### src/rtl/rns_pkg.sv
// Shared constants for the redundant residue number system datapath.
// Encoder and correct/select stage both import this so the moduli never diverge.
package rns_pkg;

    localparam int NUM_DIGITS    = 10;
    localparam int NUM_REDUNDANT = 2;
    localparam int DIGIT_WIDTH   = 18;

    // Digits 9 and 10 are the redundant check digits.
    localparam int unsigned MODULUS [1:NUM_DIGITS] = '{
        32'd65536,  32'd78125,  32'd117649, 32'd177147, 32'd262027,
        32'd262049, 32'd262051, 32'd262069, 32'd262079, 32'd262103
    };

    typedef enum logic [1:0] {
        IDLE,
        CONVERT,
        FIX,
        HOLD
    } state_t;

endpackage

### src/rtl/rns_digit_accum.sv
// One residue digit: serial MSB-first reduction of the magnitude modulo MODULUS,
// followed by an optional negation into the registered output digit.
module rns_digit_accum #(
    parameter int unsigned MODULUS    = 65536,
    parameter int          DATA_WIDTH = 18
) (
    input  logic                  clk,
    input  logic                  rst_n,
    input  logic                  clear,
    input  logic                  step,
    input  logic                  bit_in,
    input  logic                  negate,
    input  logic                  load_out,
    output logic [DATA_WIDTH-1:0] residue,
    output logic [DATA_WIDTH-1:0] out_digit
);

    localparam logic [DATA_WIDTH:0]   MOD_EXT = (DATA_WIDTH+1)'(MODULUS);
    localparam logic [DATA_WIDTH-1:0] MOD_DIG = DATA_WIDTH'(MODULUS);

    logic [DATA_WIDTH:0]   doubled;
    logic [DATA_WIDTH-1:0] reduced;
    logic [DATA_WIDTH-1:0] fixed;

    // residue < MODULUS always holds, so 2*residue+1 < 2*MODULUS and one subtract suffices.
    always_comb begin
        doubled = {residue, bit_in};
        reduced = (doubled >= MOD_EXT) ? DATA_WIDTH'(doubled - MOD_EXT)
                                       : DATA_WIDTH'(doubled);
        fixed   = (negate && (residue != '0)) ? (MOD_DIG - residue) : residue;
    end

    always_ff @(posedge clk or negedge rst_n) begin
        if (!rst_n) begin
            residue <= '0;
        end else if (clear) begin
            residue <= '0;
        end else if (step) begin
            residue <= reduced;
        end
    end

    always_ff @(posedge clk or negedge rst_n) begin
        if (!rst_n) begin
            out_digit <= '0;
        end else if (load_out) begin
            out_digit <= fixed;
        end
    end

endmodule

### src/rtl/rns_encode10.sv
// Forward binary-to-RNS converter: signed operand in, ten residue digits out,
// reduced one magnitude bit per cycle with valid/ready handshakes on both sides.
module rns_encode10
    import rns_pkg::*;
#(
    parameter int DATA_WIDTH = 18,
    parameter int IN_WIDTH   = 64
) (
    input  logic                  clk,
    input  logic                  rst_n,
    input  logic                  in_valid,
    output logic                  in_ready,
    input  logic [IN_WIDTH-1:0]   in_data,
    output logic                  out_valid,
    input  logic                  out_ready,
    output logic [DATA_WIDTH-1:0] out_1_,
    output logic [DATA_WIDTH-1:0] out_2_,
    output logic [DATA_WIDTH-1:0] out_3_,
    output logic [DATA_WIDTH-1:0] out_4_,
    output logic [DATA_WIDTH-1:0] out_5_,
    output logic [DATA_WIDTH-1:0] out_6_,
    output logic [DATA_WIDTH-1:0] out_7_,
    output logic [DATA_WIDTH-1:0] out_8_,
    output logic [DATA_WIDTH-1:0] out_9_,
    output logic [DATA_WIDTH-1:0] out_10_,
    output logic                  out_sign
);

    localparam int                CNT_W    = $clog2(IN_WIDTH);
    localparam logic [CNT_W-1:0]  LAST_BIT = CNT_W'(IN_WIDTH - 1);

    state_t                state;
    state_t                next_state;
    logic [CNT_W-1:0]      bit_cnt;
    logic [IN_WIDTH-1:0]   magnitude;
    logic                  accept;
    logic                  step;
    logic                  load_out;
    logic [DATA_WIDTH-1:0] digit          [1:NUM_DIGITS];
    logic [DATA_WIDTH-1:0] residue_unused [1:NUM_DIGITS];

    always_comb begin
        next_state = state;
        in_ready   = 1'b0;
        out_valid  = 1'b0;
        step       = 1'b0;
        load_out   = 1'b0;
        accept     = 1'b0;
        case (state)
            IDLE: begin
                in_ready = 1'b1;
                accept   = in_valid;
                if (in_valid) next_state = CONVERT;
            end
            CONVERT: begin
                step = 1'b1;
                if (bit_cnt == LAST_BIT) next_state = FIX;
            end
            FIX: begin
                load_out   = 1'b1;
                next_state = HOLD;
            end
            HOLD: begin
                out_valid = 1'b1;
                if (out_ready) next_state = IDLE;
            end
            default: next_state = IDLE;
        endcase
    end

    always_ff @(posedge clk or negedge rst_n) begin
        if (!rst_n) begin
            state <= IDLE;
        end else begin
            state <= next_state;
        end
    end

    // Two's-complement negation maps -2^63 onto the unsigned magnitude 2^63.
    always_ff @(posedge clk or negedge rst_n) begin
        if (!rst_n) begin
            bit_cnt   <= '0;
            magnitude <= '0;
            out_sign  <= 1'b0;
        end else if (accept) begin
            bit_cnt   <= '0;
            out_sign  <= in_data[IN_WIDTH-1];
            magnitude <= in_data[IN_WIDTH-1] ? (~in_data + 1'b1) : in_data;
        end else if (step) begin
            bit_cnt   <= bit_cnt + 1'b1;
            magnitude <= magnitude << 1;
        end
    end

    for (genvar k = 1; k <= NUM_DIGITS; k++) begin : g_digit
        rns_digit_accum #(
            .MODULUS    (MODULUS[k]),
            .DATA_WIDTH (DATA_WIDTH)
        ) u_accum (
            .clk       (clk),
            .rst_n     (rst_n),
            .clear     (accept),
            .step      (step),
            .bit_in    (magnitude[IN_WIDTH-1]),
            .negate    (out_sign),
            .load_out  (load_out),
            .residue   (residue_unused[k]),
            .out_digit (digit[k])
        );
    end

    assign out_1_  = digit[1];
    assign out_2_  = digit[2];
    assign out_3_  = digit[3];
    assign out_4_  = digit[4];
    assign out_5_  = digit[5];
    assign out_6_  = digit[6];
    assign out_7_  = digit[7];
    assign out_8_  = digit[8];
    assign out_9_  = digit[9];
    assign out_10_ = digit[10];

endmodule
### config.mk
export PLATFORM = sky130hd
export DESIGN_NAME = rns_encode10
export DESIGN_NICKNAME = d
export VERILOG_FILES = /design/src/rtl/rns_pkg.sv /design/src/rtl/rns_digit_accum.sv /design/src/rtl/rns_encode10.sv
export SDC_FILE = /design/constraint.sdc
export NUM_CORES = 1
export LEC_CHECK = 0
export BUFFER_PORTS_ARGS = -buffer_cell sky130_fd_sc_hd__buf_2
export CORE_MARGIN = 2
export CORE_UTILIZATION = 35
export CTS_CLUSTER_DIAMETER = 120
export DETAILED_ROUTE_END_ITERATION = 8
export MAX_ROUTING_LAYER = met4
export PLACE_DENSITY = 0.6
export REMOVE_ABC_BUFFERS = 1
export SKIP_LAST_GASP = 1
export SYNTH_ARGS = -nofsm -noshare
export SYNTH_HDL_FRONTEND = slang
export SYNTH_SLANG_ARGS = --single-unit
### constraint.sdc
create_clock -name clk -period 4.1 [get_ports clk]
set_input_delay 0.82 -clock clk [delete_from_list [all_inputs] [get_ports clk]]
set_output_delay 0.82 -clock clk [all_outputs]
set_load 0.005 [all_outputs]
* Word level (Yosys, flattened, before mapping)
Index checks and enable logic that the tools add are counted.
Storage, ports and cells: flip-flop bits (word level) 433, bits of input ports 68, logic and storage cells 141
Operators by class: add/sub/neg operators 22, order comparisons 10, equality and inequality tests 7, mux-type cells 54, bitwise operators 1, reductions and logical operators 23
Operators with widths (count):
- $mux 18 | 40
- $mux 64 | 3
- $reduce_bool 18->1 | 10
- $ge 19x18->1 const B | 7
- $sub 18x18->18 const A | 7
- $sub 18x18->18 const B | 7
- $add 64x1->64 const B | 1
- $not 64->64 | 1
- $ge 19x17->1 const B | 3
- $sub 17x18->18 const A | 3
- $sub 18x17->18 const B | 3
- $mux 6 | 2
- $logic_and 1x1->1 | 10
- $pmux 2 s4 | 1
- $add 6x1->6 const B | 1
- $eq 6x6->1 const B | 1
- $mux 2 | 3
- $ne 2x2->1 const B | 3
- $mux 1 | 5
- $eq 2x2->1 const B | 2
- $reduce_and 3->1 | 1
- $eq 2x1->1 const B | 1
- $logic_not 2->1 | 1
- $reduce_bool 2->1 | 1

* Longest topological paths before layout
Gate-level depths: netlist of run 1.
word-level depth 4, gate-level depth with buffers 10

* Modules after synthesis
A second synthesis of run 1 with hierarchy kept.
Second synthesis, totals: cell total of the unflattened synthesis 3202, area total of the unflattened synthesis 28263.4 um2
Modules (own cells, without submodules):
- rns_encode10 | times used 1, cells an instance 542, area each 4911.0 um2
- rns_digit_accum (g_digit[7].u_accum) | times used 1, cells an instance 295, area each 2572.5 um2
- rns_digit_accum (g_digit[9].u_accum) | times used 1, cells an instance 275, area each 2417.3 um2
- rns_digit_accum (g_digit[10].u_accum) | times used 1, cells an instance 273, area each 2413.6 um2
- rns_digit_accum (g_digit[8].u_accum) | times used 1, cells an instance 273, area each 2356.0 um2
- rns_digit_accum (g_digit[5].u_accum) | times used 1, cells an instance 270, area each 2349.8 um2
- rns_digit_accum (g_digit[3].u_accum) | times used 1, cells an instance 266, area each 2326.0 um2
- rns_digit_accum (g_digit[6].u_accum) | times used 1, cells an instance 269, area each 2316.0 um2
- rns_digit_accum (g_digit[2].u_accum) | times used 1, cells an instance 270, area each 2313.5 um2
- rns_digit_accum (g_digit[4].u_accum) | times used 1, cells an instance 263, area each 2254.7 um2
- rns_digit_accum (g_digit[1].u_accum) | times used 1, cells an instance 206, area each 2033.2 um2

* Least setup slack after synthesis of run 1
OpenSTA, ideal clock, no wires.
path kind input to register, start point in in_data[32], end point reg magnitude[54], library setup time 0.137 ns, data arrival time 2.738 ns, required time 3.963 ns, setup slack 1.225 ns, stages 7, path buffers 1, cells stage by stage or4_4 > or4_1 > buf_2 > or3_4 > o41ai_4 > xor2_1 > a21oi_1
On the way: cells in the longest elaborated chain, start to end 4
Ends and longest elaborated chain:
- start, declared | RTL line rns_encode10.sv:13 | input logic [IN_WIDTH-1:0] in_data,
- $not 64->64 | RTL line rns_encode10.sv:88 | magnitude <= in_data[IN_WIDTH-1] ? (~in_data + 1'b1) : in_data;
- $add 64x1->64 | RTL line rns_encode10.sv:88
- $mux 64 | RTL line rns_encode10.sv:88
- $mux 64 | RTL line rns_encode10.sv:85 | end else if (accept) begin
- end signal, assigned | RTL line rns_encode10.sv:88
- end signal, assigned | RTL line rns_encode10.sv:91 | magnitude <= magnitude << 1;
- end, declared | RTL line rns_encode10.sv:35 | logic [IN_WIDTH-1:0] magnitude;
No other way between the ends. A chain may end at the register's enable or synchronous reset.

* Final worst setup path of run 1
start point reg magnitude[63], end point reg g_digit[3].u_accum.residue[14]
On the way: cells in the longest elaborated chain, start to end 4, elaborated cells between the ends (all ways) 5, classes of those cells add/sub (1); order compare (1); mux (3)
Ends and longest elaborated chain:
- $sub 18x17->18 / $ge 19x17->1 (equally long branches) | RTL line rns_digit_accum.sv:28 | reduced = (doubled >= MOD_EXT) ? DATA_WIDTH'(doubled - MOD_EXT)
- $mux 18 (*) | RTL line rns_digit_accum.sv:28
- $mux 18 (*) | RTL line rns_digit_accum.sv:38 | end else if (step) begin
- $mux 18 (*) | RTL line rns_digit_accum.sv:36 | end else if (clear) begin
- end signal, assigned | RTL line rns_digit_accum.sv:39 | residue <= reduced;
- end, declared | RTL line rns_digit_accum.sv:14 | output logic [DATA_WIDTH-1:0] residue,
Mark *: on every way between the ends. The rest lies on a longest branch, timed or not. The select of a mux whose other input is x is not followed.

==> metrics.md, run 1 <==
| Metric | Value |
|---|---|
| Outcome | `finished, final reports clean` |
| GRT Total Usage | `around 19%` |
| Post-Syn Instances | `around 3000` |
| DP Worst Slack | `809 ps` |
| Total routed wirelength | `72.9 mm` |
| #FFs+latches synth | `~430` |
| Clock sink total | `roughly 430` |
| Max-slew headroom | `22.7%` |
| Post-synth EDFFs | `0` |
| Final Total Pwr | `about 0.027 W` |
| Startpoint types | `flip-flop` |
| Post-synth ARST share | `between 90% and 100%` |
| Rows | `99` |
| Worst Slack Setup Final | `991 ps` |
| Worst hold path class | `input port to asynchronous set/reset pin` |
| Drt drc | `0` |
| Max Freq | `322 MHz` |
| Unrepaired setup endpoints after global routing | `false` |
| Antenna Nets Post-Route | `0` |
| Largest net degree at the start of global routing | `160` |
| Period Utilization, post-route | `75.8%` |
| Final setup fails | `0` |
| P_leak | `12.0 nW` |
| Core area | `0.0731 mm2` |
| Max Cap Violations | `0` |
| Worst slew pin tran | `1150 ps` |
| Via density | `5.42` |
| I/O pins | `~250` |
| Drt pass-1 iters | `5` |
| Filler cells | `7396` |
| Post-Syn Area per Cell | `8.63 um2` |
| Fin. Hold Viols | `0` |
| Initial Util | `between 30% and 40%` |
| Worst-skew pair later-pin latency | `610 ps` |
| Setup Buffers After CTS | `0` |
| Crit path capture type | `flip-flop` |
| H-tree depth | `2` |
| PortBufs | `250` |
| Antenna violations before repair | `0` |
| Nets@finish | `3202` |
| Vias post-DR | `22216` |
| Count of different cell masters after synthesis | `78` |
| PwrDens | `904 mW/mm2` |
| Drt initial violations | `1938` |
| Worst Path Arrival | `3640 ps` |
| WP data required | `4630 ps` |
| Area grow syn2layout | `14.7%` |
| CTS Buf Count | `53` |
| YS warnings | `0` |
| Hold slack | `257 ps` |
| WL/cell | `17.8 um` |
| Max Slew Vio Count | `0` |
| GRT overflow | `0` |
| Layout Cells excl Fill | `4098` |
| Hold Buf Count CTS | `0` |
| Top_reg_cell synth | `dfrtp_1` |
| Die W | `276 um` |
| Root Driver | `clkbuf_16` |
| Layout cells sized above 1 | `14.2%` |
| Worst-path fanout max | `14` |
| HPWL after DPL | `49.3 mm` |
| Gpl congestion | `about 0.9` |
| Die H | `276 um` |
| Register area share after synthesis | `41.8%` |
| Post-cts gate resize count | `0` |
| Post-Syn Area | `0.0259 mm2` |
| Post-route minimum period | `3110 ps` |
| Longest Clk Path Bufs | `3` |
| First-pass GRT wire length | `118 mm` |
| Vias in the first global route | `about 21000` |
| Clock Skew | `between 20 and 30 ps` |
| Die area | `0.0763 mm2` |
| Kind of critical path | `flip-flop to flip-flop` |
| Flop2flop setup slack | `990 ps` |
| Dpl cells | `3997` |
| TritonCTS clock tree | `yes` |
| CTS clk-pin slew, worst paths | `60 ps` |
| VDD IR max | `0.512 mV` |
## path summary, 6_finish.rpt
kind,start,to,depth (start not counted)
min in group clk,g_digit[3].u_accum.out_digit[16]$_DFFE_PN0P_,g_digit[3].u_accum.out_digit[16]$_DFFE_PN0P_,2
worst min-delay path,rst_n,g_digit[10].u_accum.out_digit[7]$_DFFE_PN0P_,1
worst min register to register,g_digit[3].u_accum.out_digit[16]$_DFFE_PN0P_,g_digit[3].u_accum.out_digit[16]$_DFFE_PN0P_,2
worst max register to register,magnitude[63]$_DFFE_PN0P_,g_digit[3].u_accum.residue[14]$_DFFE_PN0P_,6
max in group asynchronous,rst_n,g_digit[7].u_accum.out_digit[0]$_DFFE_PN0P_,2
worst max-delay path,magnitude[63]$_DFFE_PN0P_,g_digit[3].u_accum.residue[14]$_DFFE_PN0P_,6
## kinds of logic after synthesis
group | count (synthesis) | share of synthesized area (%)
AOI/OAI and AO/OA | 934 | 21.5
and+or+nand+nor | 874 | 16.4
DFF | 433 | 41.8
buffers and inverters | 333 | 4.89
xor gates and xnor gates | 327 | 11.0
muxes | 60 | 2.38
adders and majority gates | 41 | 1.98
## worst max-delay path, cell delays in order (launching register included)
cell,delay (ps)
dfrtp_2,560
o41ai_1,700
a211oi_1,210
o311a_1,460
nor2_1,670
o21ai_0,200
a31oi_1,210
## per-stage QoR
stage	setup TNS (ps)	cell area, um2	util (%)
detailed placement	0	27900	38.2
finish	0	29700	40.7
global placement	0	27900	38.2
CTS	0	29700	40.7
global route	0	29700	40.7
floorplan	-1574490	24900	-
## synthesized netlist by cell type, drive strengths merged (12+ instances only)
cell	number	share of area [%]
o41ai	24	0.97
nor2	312	4.5
nor2b	55	1.3
ha	41	2.0
or3	39	0.96
clkbuf	249	3.6
xor2	156	5.3
or2	12	0.29
or4	15	0.48
mux2i	46	1.8
o21ai	244	4.7
a211oi	82	2.4
o211ai	14	0.41
nor3	58	1.1
dfrtp	433	42
nor4	48	1.2
nand2	167	2.4
nand4	41	0.99
buf	23	0.39
a21oi	383	7.4
a31oi	34	0.82
inv	59	0.85
xnor2	171	5.8
and3	24	0.58
mux2	14	0.61
nand3	49	0.95
o31ai	43	1.2
## power breakdown
group          internal, W  leakage (nW)  switching, W
combinational      0.00539          5.97       0.00745
clock              0.00289         0.878       0.00196
sequential         0.00647          5.12       0.00273
total               0.0147          12.0        0.0121
## layer usage
metal	routed length, um	track usage (%)	vias up
met2	32600	29.3	556
met3	4600	4.23	118
met5	0	-	-
li1	-	-	10871
met4	1620	4.85	0
met1	34000	26.2	10671
## final cells by class
type,count,area [um2],share of cell area (%)
diodes,1,2.50,0.00842
clock buffers,77,1520,5.10
clock inverters,23,270,0.909
inverters,61,229,0.770
multi-input cells,2236,13900,46.6
flip-flops and latches,433,10800,36.5
well taps,959,1200,4.04
repair buffers,308,1810,6.09
## cell usage in the layout, fill, tap and decap left out, types with 10 or more instances in the layout
cell type | Yosys | final
nand3_1 | 49 | 49
xnor2_1 | 171 | 171
nor2b_1 | 55 | 55
nor4_1 | 46 | 46
o21ai_0 | 240 | 240
ha_1 | 41 | 39
or2_2 | 11 | 11
buf_2 | 12 | 249
clkbuf_16 | 0 | 53
buf_4 | 0 | 49
or4_1 | 12 | 12
mux2i_1 | 46 | 46
xor2_1 | 156 | 156
inv_1 | 59 | 59
clkbuf_8 | 0 | 10
nand4_1 | 41 | 41
a21oi_1 | 383 | 383
or3_1 | 38 | 38
a21o_1 | 11 | 11
mux2_2 | 14 | 14
dfrtp_1 | 433 | 432
clkinv_2 | 0 | 12
a31oi_1 | 34 | 34
nand2b_1 | 10 | 10
o211ai_1 | 14 | 14
and3_1 | 24 | 24
a211oi_1 | 82 | 82
nand2_1 | 167 | 166
o41ai_1 | 20 | 20
nor2_1 | 312 | 311
nor3_1 | 57 | 57
clkbuf_1 | 248 | 14
o31ai_1 | 43 | 41
## sequential cells by signal, indices dropped and copies added, names as in the netlist
register                   flops
state                          2
bit_cnt                        6
magnitude                     64
out_sign                       1
g_digit.u_accum.residue      180
g_digit.u_accum.out_digit    180
No activity file was read; power rests on OpenSTA's default activity.
==> run 2: changes to the inputs <==
PLACE_DENSITY = 0.62   (was 0.6)
clock period = 2.5 ns   (was 4.1 ns; I/O delays follow)
==> metrics.md, run 2 (synthesis gave the netlist of run 1 again) <==
| Metric | Value |
|---|---|
| Nets@finish | `3395 (was 3202)` |
| Total routed wirelength | `74.6 mm (was 72.9 mm)` |
| CTS Buf Count | `52 (was 53)` |
| Layout cells sized above 1 | `19.7% (was 14.2%)` |
| WL/cell | `17.4 um (was 17.8 um)` |
| Vias in the first global route | `21885 (was 21088)` |
| Longest Clk Path Bufs | `3 (unchanged)` |
| WHS Endpoint | `magnitude[52]$_DFFE_PN0P_` |
| Max Slew Vio Count | `0 (unchanged)` |
| Top Registers | `g_digit.u_accum.out_digit: 180 flops, g_digit.u_accum.residue: 180 flops, magnitude: 64 flops (unchanged)` |
| Max-slew headroom | `39.0% (was 22.7%)` |
| Final Total Pwr | `0.0459 W (was 0.0269 W)` |
| Period Utilization, post-route | `96.0% (was 75.8%)` |
| Antenna Nets Post-Route | `0 (unchanged)` |
| CP Cell Sequence | `buf_12 > ha_4 > or3b_2 > nor4_2 > a221o_1 > buf_2 > o211ai_1 > xor2_1 > o21ai_0 (was o41ai_1 > a211oi_1 > o311a_1 > nor2_1 > o21ai_0 > a31oi_1)` |
| Worst path bufs/invs | `2 (was 0)` |
| H-tree depth | `2 (unchanged)` |
| R2r worst-path depth | `9 (was 6)` |
| Startpoint types | `flip-flop (unchanged)` |
| Rows | `99 (unchanged)` |
| Setup TNS | `0 ps (unchanged)` |
| Initial Util | `35.5% (unchanged)` |
| Final setup fails | `0 (unchanged)` |
| RR Endpoint | `g_digit[4].u_accum.residue[9]$_DFFE_PN0P_ (was g_digit[3].u_accum.residue[14]$_DFFE_PN0P_)` |
| PortBufs | `250 (unchanged)` |
| Root Driver | `clkbuf_16 (unchanged)` |
| Crit path capture type | `flip-flop (unchanged)` |
| Kind of critical path | `flip-flop to flip-flop (unchanged)` |
| P_leak | `12.9 nW (was 12.0 nW)` |
| TritonCTS clock tree | `yes (unchanged)` |
| Worst-path fanout max | `8 (was 14)` |
| Largest net degree at the start of global routing | `79 (was 160)` |
| Die H | `276 um (unchanged)` |
| Critical Path Max Stage Delay | `460 ps (was 700 ps)` |
| Flop2flop setup slack | `100 ps (was 990 ps)` |
| Dpl cells | `4180 (was 3997)` |
| Vias post-DR | `22896 (was 22216)` |
| Fin. Hold Viols | `0 (unchanged)` |
| Unrepaired setup endpoints after global routing | `true (was false)` |
| Die area | `0.0763 mm2 (unchanged)` |
| Via density | `5.35 (was 5.42)` |
| Most frequent cells in the layout | `dfrtp_1 (432), a21oi_1 (382), nor2_1 (311) (was dfrtp_1 (432), a21oi_1 (383), nor2_1 (311))` |
| Drt drc | `0 (unchanged)` |
| WP depth | `9 (was 6)` |
| First-pass GRT wire length | `120 mm (was 118 mm)` |
| Slowest stage cell, crit path | `or3b_2 (was o41ai_1)` |
| Post-DP Area | `0.0294 mm2 (was 0.0279 mm2)` |
| Antenna violations before repair | `0 (unchanged)` |
| Hold path depth | `3` |
| Max Cap Violations | `0 (unchanged)` |
| Core area | `0.0731 mm2 (unchanged)` |
| Area grow syn2layout | `21.0% (was 14.7%)` |
| Final core utilization | `42.9% (was 40.7%)` |
| Worst hold start | `in_data[52]` |
| Clock Skew | `31.8 ps (was 27.7 ps)` |
| Worst reg2reg path startpoint | `magnitude[63]$_DFFE_PN0P_ (unchanged)` |
| Gpl congestion | `0.899 (was 0.885)` |
| Family with the most delay on the worst path | `simple AND/OR/NAND/NOR gates (was compound AO/OA/AOI/OAI gates)` |
| WP data required | `3000 ps (was 4630 ps)` |
| Most common cell after layout, fill and taps aside | `dfrtp_1 (unchanged)` |
| Clock sink total | `433 (unchanged)` |
| Worst Path Arrival | `2900 ps (was 3640 ps)` |
| Layout Cells excl Fill | `4283 (was 4098)` |
| Final instance area | `0.0314 mm2 (was 0.0297 mm2)` |
| VDD IR max | `0.623 mV (was 0.512 mV)` |
| Outcome | `finished, final reports clean (unchanged)` |
| GRT overflow | `0 (unchanged)` |
| Worst hold path class | `input port to flip-flop (was input port to asynchronous set/reset pin)` |
| HPWL after DPL | `52.0 mm (was 49.3 mm)` |
| Max Freq | `417 MHz (was 322 MHz)` |
| Drt initial violations | `1889 (was 1938)` |
| CTS clk-pin slew, worst paths | `60 ps (about the same)` |
| Post-route minimum period | `2400 ps (was 3110 ps)` |
| Die W | `276 um (unchanged)` |
| Worst-skew pair later-pin latency | `610 ps (about the same)` |
| I/O pins | `251 (unchanged)` |
| GRT Total Usage | `19.7% (was 19.3%)` |
| PwrDens | `1460 mW/mm2 (was 904 mW/mm2)` |
| ANT cells | `0 (was 1)` |
| Drt pass-1 iters | `6 (was 5)` |
| Worst slew pin tran | `911 ps (was 1150 ps)` |
## run 2: cell count changes in the layout (fill, tap and decap cells not counted), moves of 4 or more
cell	before	now
buf_4	49	225
buf_12	9	21
clkbuf_1	14	9
o21ai_0	240	235
o21ai_1	4	9
nor4_1	46	42
## run 2: repair_timing
action	CTS	global route
setup endpoints to repair	16	62
cloned	0	2
endpoints found under the hold margin	39	0
buffers inserted	0	8
hold buffers	1	0
gates resized for setup	2	29
pin swaps	0	5
## run 2: worst max path at each step
stage	startpoint	endpoint	slack, ps
2_1_floorplan	state[1]$_DFFE_PN0P_	g_digit[3].u_accum.residue[16]$_DFFE_PN0P_	-8200
3_3_place_gp	magnitude[63]$_DFFE_PN0P_	g_digit[4].u_accum.residue[7]$_DFFE_PN0P_	-180
3_5_place_dp	magnitude[63]$_DFFE_PN0P_	g_digit[4].u_accum.residue[7]$_DFFE_PN0P_	-250
4_1_cts	magnitude[63]$_DFFE_PN0P_	g_digit[4].u_accum.residue[7]$_DFFE_PN0P_	-6
5_1_grt	magnitude[63]$_DFFE_PN0P_	g_digit[3].u_accum.residue[14]$_DFFE_PN0P_	-30
6_report	magnitude[63]$_DFFE_PN0P_	g_digit[4].u_accum.residue[9]$_DFFE_PN0P_	100
## run 2: layout make-up
cell class                      instances  area (um2)
Tap cell                              959        1200
Clock buffer                           74        1530
Multi-Input combinational cell       2236       14000
Fill cell                            7252       41700
Sequential cell                       433       10800
Clock inverter                         18         146
Inverter                               61         229
Timing Repair Buffer                  502        3440
## run 2: per-stage QoR
stage                     hold slack (ps)  setup slack, ps
final                                 243              100
after global routing                  228            -33.1
after CTS                             207            -6.41
after detailed placement              478             -247
after global placement                478             -184
after floorplan                       204            -8200
## run 2: per-layer routing
layer | wire [um] | share of wire [%] | global-route usage [%]
met1 | 34900 | 47 | 26.8
met2 | 33900 | 45 | 30.5
met3 | 4470 | 6.0 | 3.58
met4 | 1360 | 1.8 | 4.32
met5 | 0 | 0 | -
## run 2: power by group
group / switching [W] / total [W] / internal (W) / leakage [nW]
clock network: 0.00305 / 0.00747 / 0.00442 / 0.838
logic: 0.0138 / 0.0243 / 0.0105 / 6.99
registers: 0.00354 / 0.0142 / 0.0106 / 5.12
## run 2: tightest hold or removal path, cell delays in order
cell and delay, ps:
buf_2 100, xor2_1 60, a21oi_1 130
==> run 3: changes to the inputs <==
ABC_AREA = 1   (was not set)
PLACE_DENSITY = 0.61   (was 0.62)
SYNTH_HIERARCHICAL = 1   (was not set)
==> metrics.md, run 3 <==
| Metric | Value |
|---|---|
| Outcome | `finished, final reports clean (unchanged)` |
| Most frequent cells in the layout | `nand2_1 (1929), nand3_1 (601), nor2_1 (443) (was dfrtp_1 (432), a21oi_1 (382), nor2_1 (311))` |
| Antenna violations before repair | `1 (was 0)` |
| Critical Path Max Stage Delay | `730 ps (was 460 ps)` |
| Worst-path fanout max | `41 (was 8)` |
| Via density | `5.08 (was 5.35)` |
| Nets@finish | `5243 (was 3395)` |
| Area grow syn2layout | `13.7% (was 21.0%)` |
| Die H | `306 um (was 276 um)` |
| Slowest stage cell, crit path | `dfrtp_4 (was or3b_2)` |
| TritonCTS clock tree | `yes (unchanged)` |
| Gpl congestion | `0.965 (was 0.899)` |
| Combinational Power Share | `52.6% (was 52.9%)` |
| Dpl cells | `6252 (was 4180)` |
| Post-Syn Area per Cell | `6.51 um2 (was 8.63 um2)` |
| Longest Clk Path Bufs | `3 (unchanged)` |
| Worst Path Arrival | `1820 ps (was 2900 ps)` |
| Max-slew headroom | `55.4% (was 39.0%)` |
| Register share of total power | `29.2% (was 30.8%)` |
| Total routed wirelength | `104 mm (was 74.6 mm)` |
| Unrepaired setup endpoints after global routing | `false (was true)` |
| Post-cts gate resize count | `0 (was 2)` |
| Clock Skew | `35.0 ps (was 31.8 ps)` |
| Drt drc | `0 (unchanged)` |
| Worst slew pin tran | `666 ps (was 911 ps)` |
| Max Slew Vio Count | `0 (unchanged)` |
| Clock sink total | `433 (unchanged)` |
| Layout Cells excl Fill | `6356 (was 4283)` |
| P_leak | `18.9 nW (was 12.9 nW)` |
| CTS Buf Count | `54 (was 52)` |
| I/O pins | `251 (unchanged)` |
| Post-Syn Instances | `4919 (was 3002)` |
| Sw Ratio | `49.6% (was 44.3%)` |
| VDD IR max | `0.505 mV (was 0.623 mV)` |
| WP data required | `2000 ps (was 3000 ps)` |
| Final Total Pwr | `0.0461 W (was 0.0459 W)` |
| Drt initial violations | `2614 (was 1889)` |
| H-tree depth | `2 (unchanged)` |
| GRT Total Usage | `22.6% (was 19.7%)` |
| Core area | `0.0903 mm2 (was 0.0731 mm2)` |
| First-pass GRT wire length | `169 mm (was 120 mm)` |
| Crit path capture type | `output port (was flip-flop)` |
| Die W | `306 um (was 276 um)` |
| Antenna Nets Post-Route | `0 (unchanged)` |
| WL/cell | `16.4 um (was 17.4 um)` |
| Final setup fails | `0 (unchanged)` |
| Initial Util | `35.5% (about the same)` |
| Worst-skew pair later-pin latency | `630 ps (was 610 ps)` |
| Vias post-DR | `32320 (was 22896)` |
| Post-route minimum period | `2320 ps (was 2400 ps)` |
| PwrDens | `1270 mW/mm2 (was 1460 mW/mm2)` |
| Root Driver | `clkbuf_16 (unchanged)` |
| Max Freq | `431 MHz (was 417 MHz)` |
| Worst hold path class | `input port to flip-flop (unchanged)` |
| Internal power | `0.0232 W (was 0.0256 W)` |
| Drt pass-1 iters | `6 (unchanged)` |
| Vias in the first global route | `30670 (was 21885)` |
| Clock network fraction of total power | `18.2% (was 16.3%)` |
| Kind of critical path | `flip-flop to output port (was flip-flop to flip-flop)` |
| GRT overflow | `0 (unchanged)` |
| Die area | `0.0939 mm2 (was 0.0763 mm2)` |
| Most common cell after layout, fill and taps aside | `nand2_1 (was dfrtp_1)` |
| Rows | `110 (was 99)` |
| PortBufs | `250 (unchanged)` |
| CP Cell Sequence | `buf_12 > buf_2 (was buf_12 > ha_4 > or3b_2 > nor4_2 > a221o_1 > buf_2 > o211ai_1 > xor2_1 > o21ai_0)` |
| Largest net degree at the start of global routing | `69 (was 79)` |
| CTS clk-pin slew, worst paths | `60 ps (about the same)` |
| Layout cells sized above 1 | `13.8% (was 19.7%)` |
| Net Switching | `0.0229 W (was 0.0204 W)` |
| Max Cap Violations | `0 (unchanged)` |
| YS warnings | `6 (was 0)` |
| Startpoint types | `flip-flop (unchanged)` |
| Period Utilization, post-route | `92.8% (was 96.0%)` |
| HPWL after DPL | `76.8 mm (was 52.0 mm)` |
| Top Registers | `g_digit.u_accum/out_digit: 180 flops, g_digit.u_accum/residue: 180 flops, magnitude: 64 flops (was g_digit.u_accum.out_digit: 180 flops, g_digit.u_accum.residue: 180 flops, magnitude: 64 flops)` |
| Post-Syn Area | `0.0320 mm2 (was 0.0259 mm2)` |
| Fin. Hold Viols | `0 (unchanged)` |
-- run 3: path summary, 6_finish.rpt --
check	slack [ps]	to	cells after the start	start
worst min-delay path	200	magnitude[0]$_DFFE_PN0P_	3	in_data[0]
max in group asynchronous	1310	g_digit[4].u_accum/out_digit[17]$_DFFE_PN0P_	4	rst_n
worst max-delay path	180	out_sign	2	out_sign$_DFFE_PN0P_
min in group asynchronous	370	g_digit[1].u_accum/out_digit[15]$_DFFE_PN0P_	2	rst_n
worst min register to register	470	g_digit[2].u_accum/out_digit[14]$_DFFE_PN0P_	2	g_digit[2].u_accum/out_digit[14]$_DFFE_PN0P_
worst max register to register	310	g_digit[7].u_accum/residue[2]$_DFFE_PN0P_	11	g_digit[7].u_accum/residue[3]$_DFFE_PN0P_
-- run 3: area by class of cell --
class	instances	area, um2
Sequential cell	433	10800
Clock buffer	69	1480
Clock inverter	32	403
Multi-Input combinational cell	3862	18300
Timing Repair Buffer	353	2240
Tap cell	1176	1470
Antenna cell	2	5.00
Inverter	429	1630
Fill cell	9730	53900
-- run 3: timing repair --
item,4_1_cts,5_1_grt
hold buffers,1,0
buffers inserted,0,0
hold endpoints to repair,44,0
-- run 3: power groups by stage --
stage | registers (W) | clock network, W | logic (W)
5_1_grt | 0.0139 | 0.00897 | 0.0277
3_5_place_dp | 0.0135 | 0 | 0.0243
2_1_floorplan | 0.0127 | 0 | 0.0158
4_1_cts | 0.0134 | 0.00868 | 0.0244
6_report | 0.0134 | 0.00838 | 0.0243
3_3_place_gp | 0.0135 | 0 | 0.0240
-- run 3: critical path, delay by kind of cell (launching register included) --
| kind | cells | cell delay (ps) |
|---|---|---|
| flops | 1 | 730 |
| buf+inv | 2 | 430 |
-- run 3: layer usage --
| layer | wire [um] | track usage (%) | vias up |
|---|---|---|---|
| met5 | 0 | - | - |
| met4 | 2640 | 6.13 | 0 |
| met3 | 5560 | 3.30 | 141 |
| met2 | 48200 | 36.1 | 850 |
| met1 | 47600 | 29.8 | 15129 |
| li1 | - | - | 16200 |
-- run 3: per-stage QoR --
| stage | TNS (ps) | util [%] | area [um2] | worst slack, ps | hold slack (ps) |
|---|---|---|---|---|---|
| finish | 0 | 40.3 | 36400 | 181 | 197 |
| global route | 0 | 40.3 | 36400 | 52.5 | 211 |
| floorplan | -807910 | - | 30800 | -3380 | 204 |
| detailed placement | 0 | 38.2 | 34500 | 315 | 458 |
| CTS | 0 | 40.3 | 36400 | 134 | 162 |
| global placement | 0 | 38.2 | 34500 | 333 | 456 |
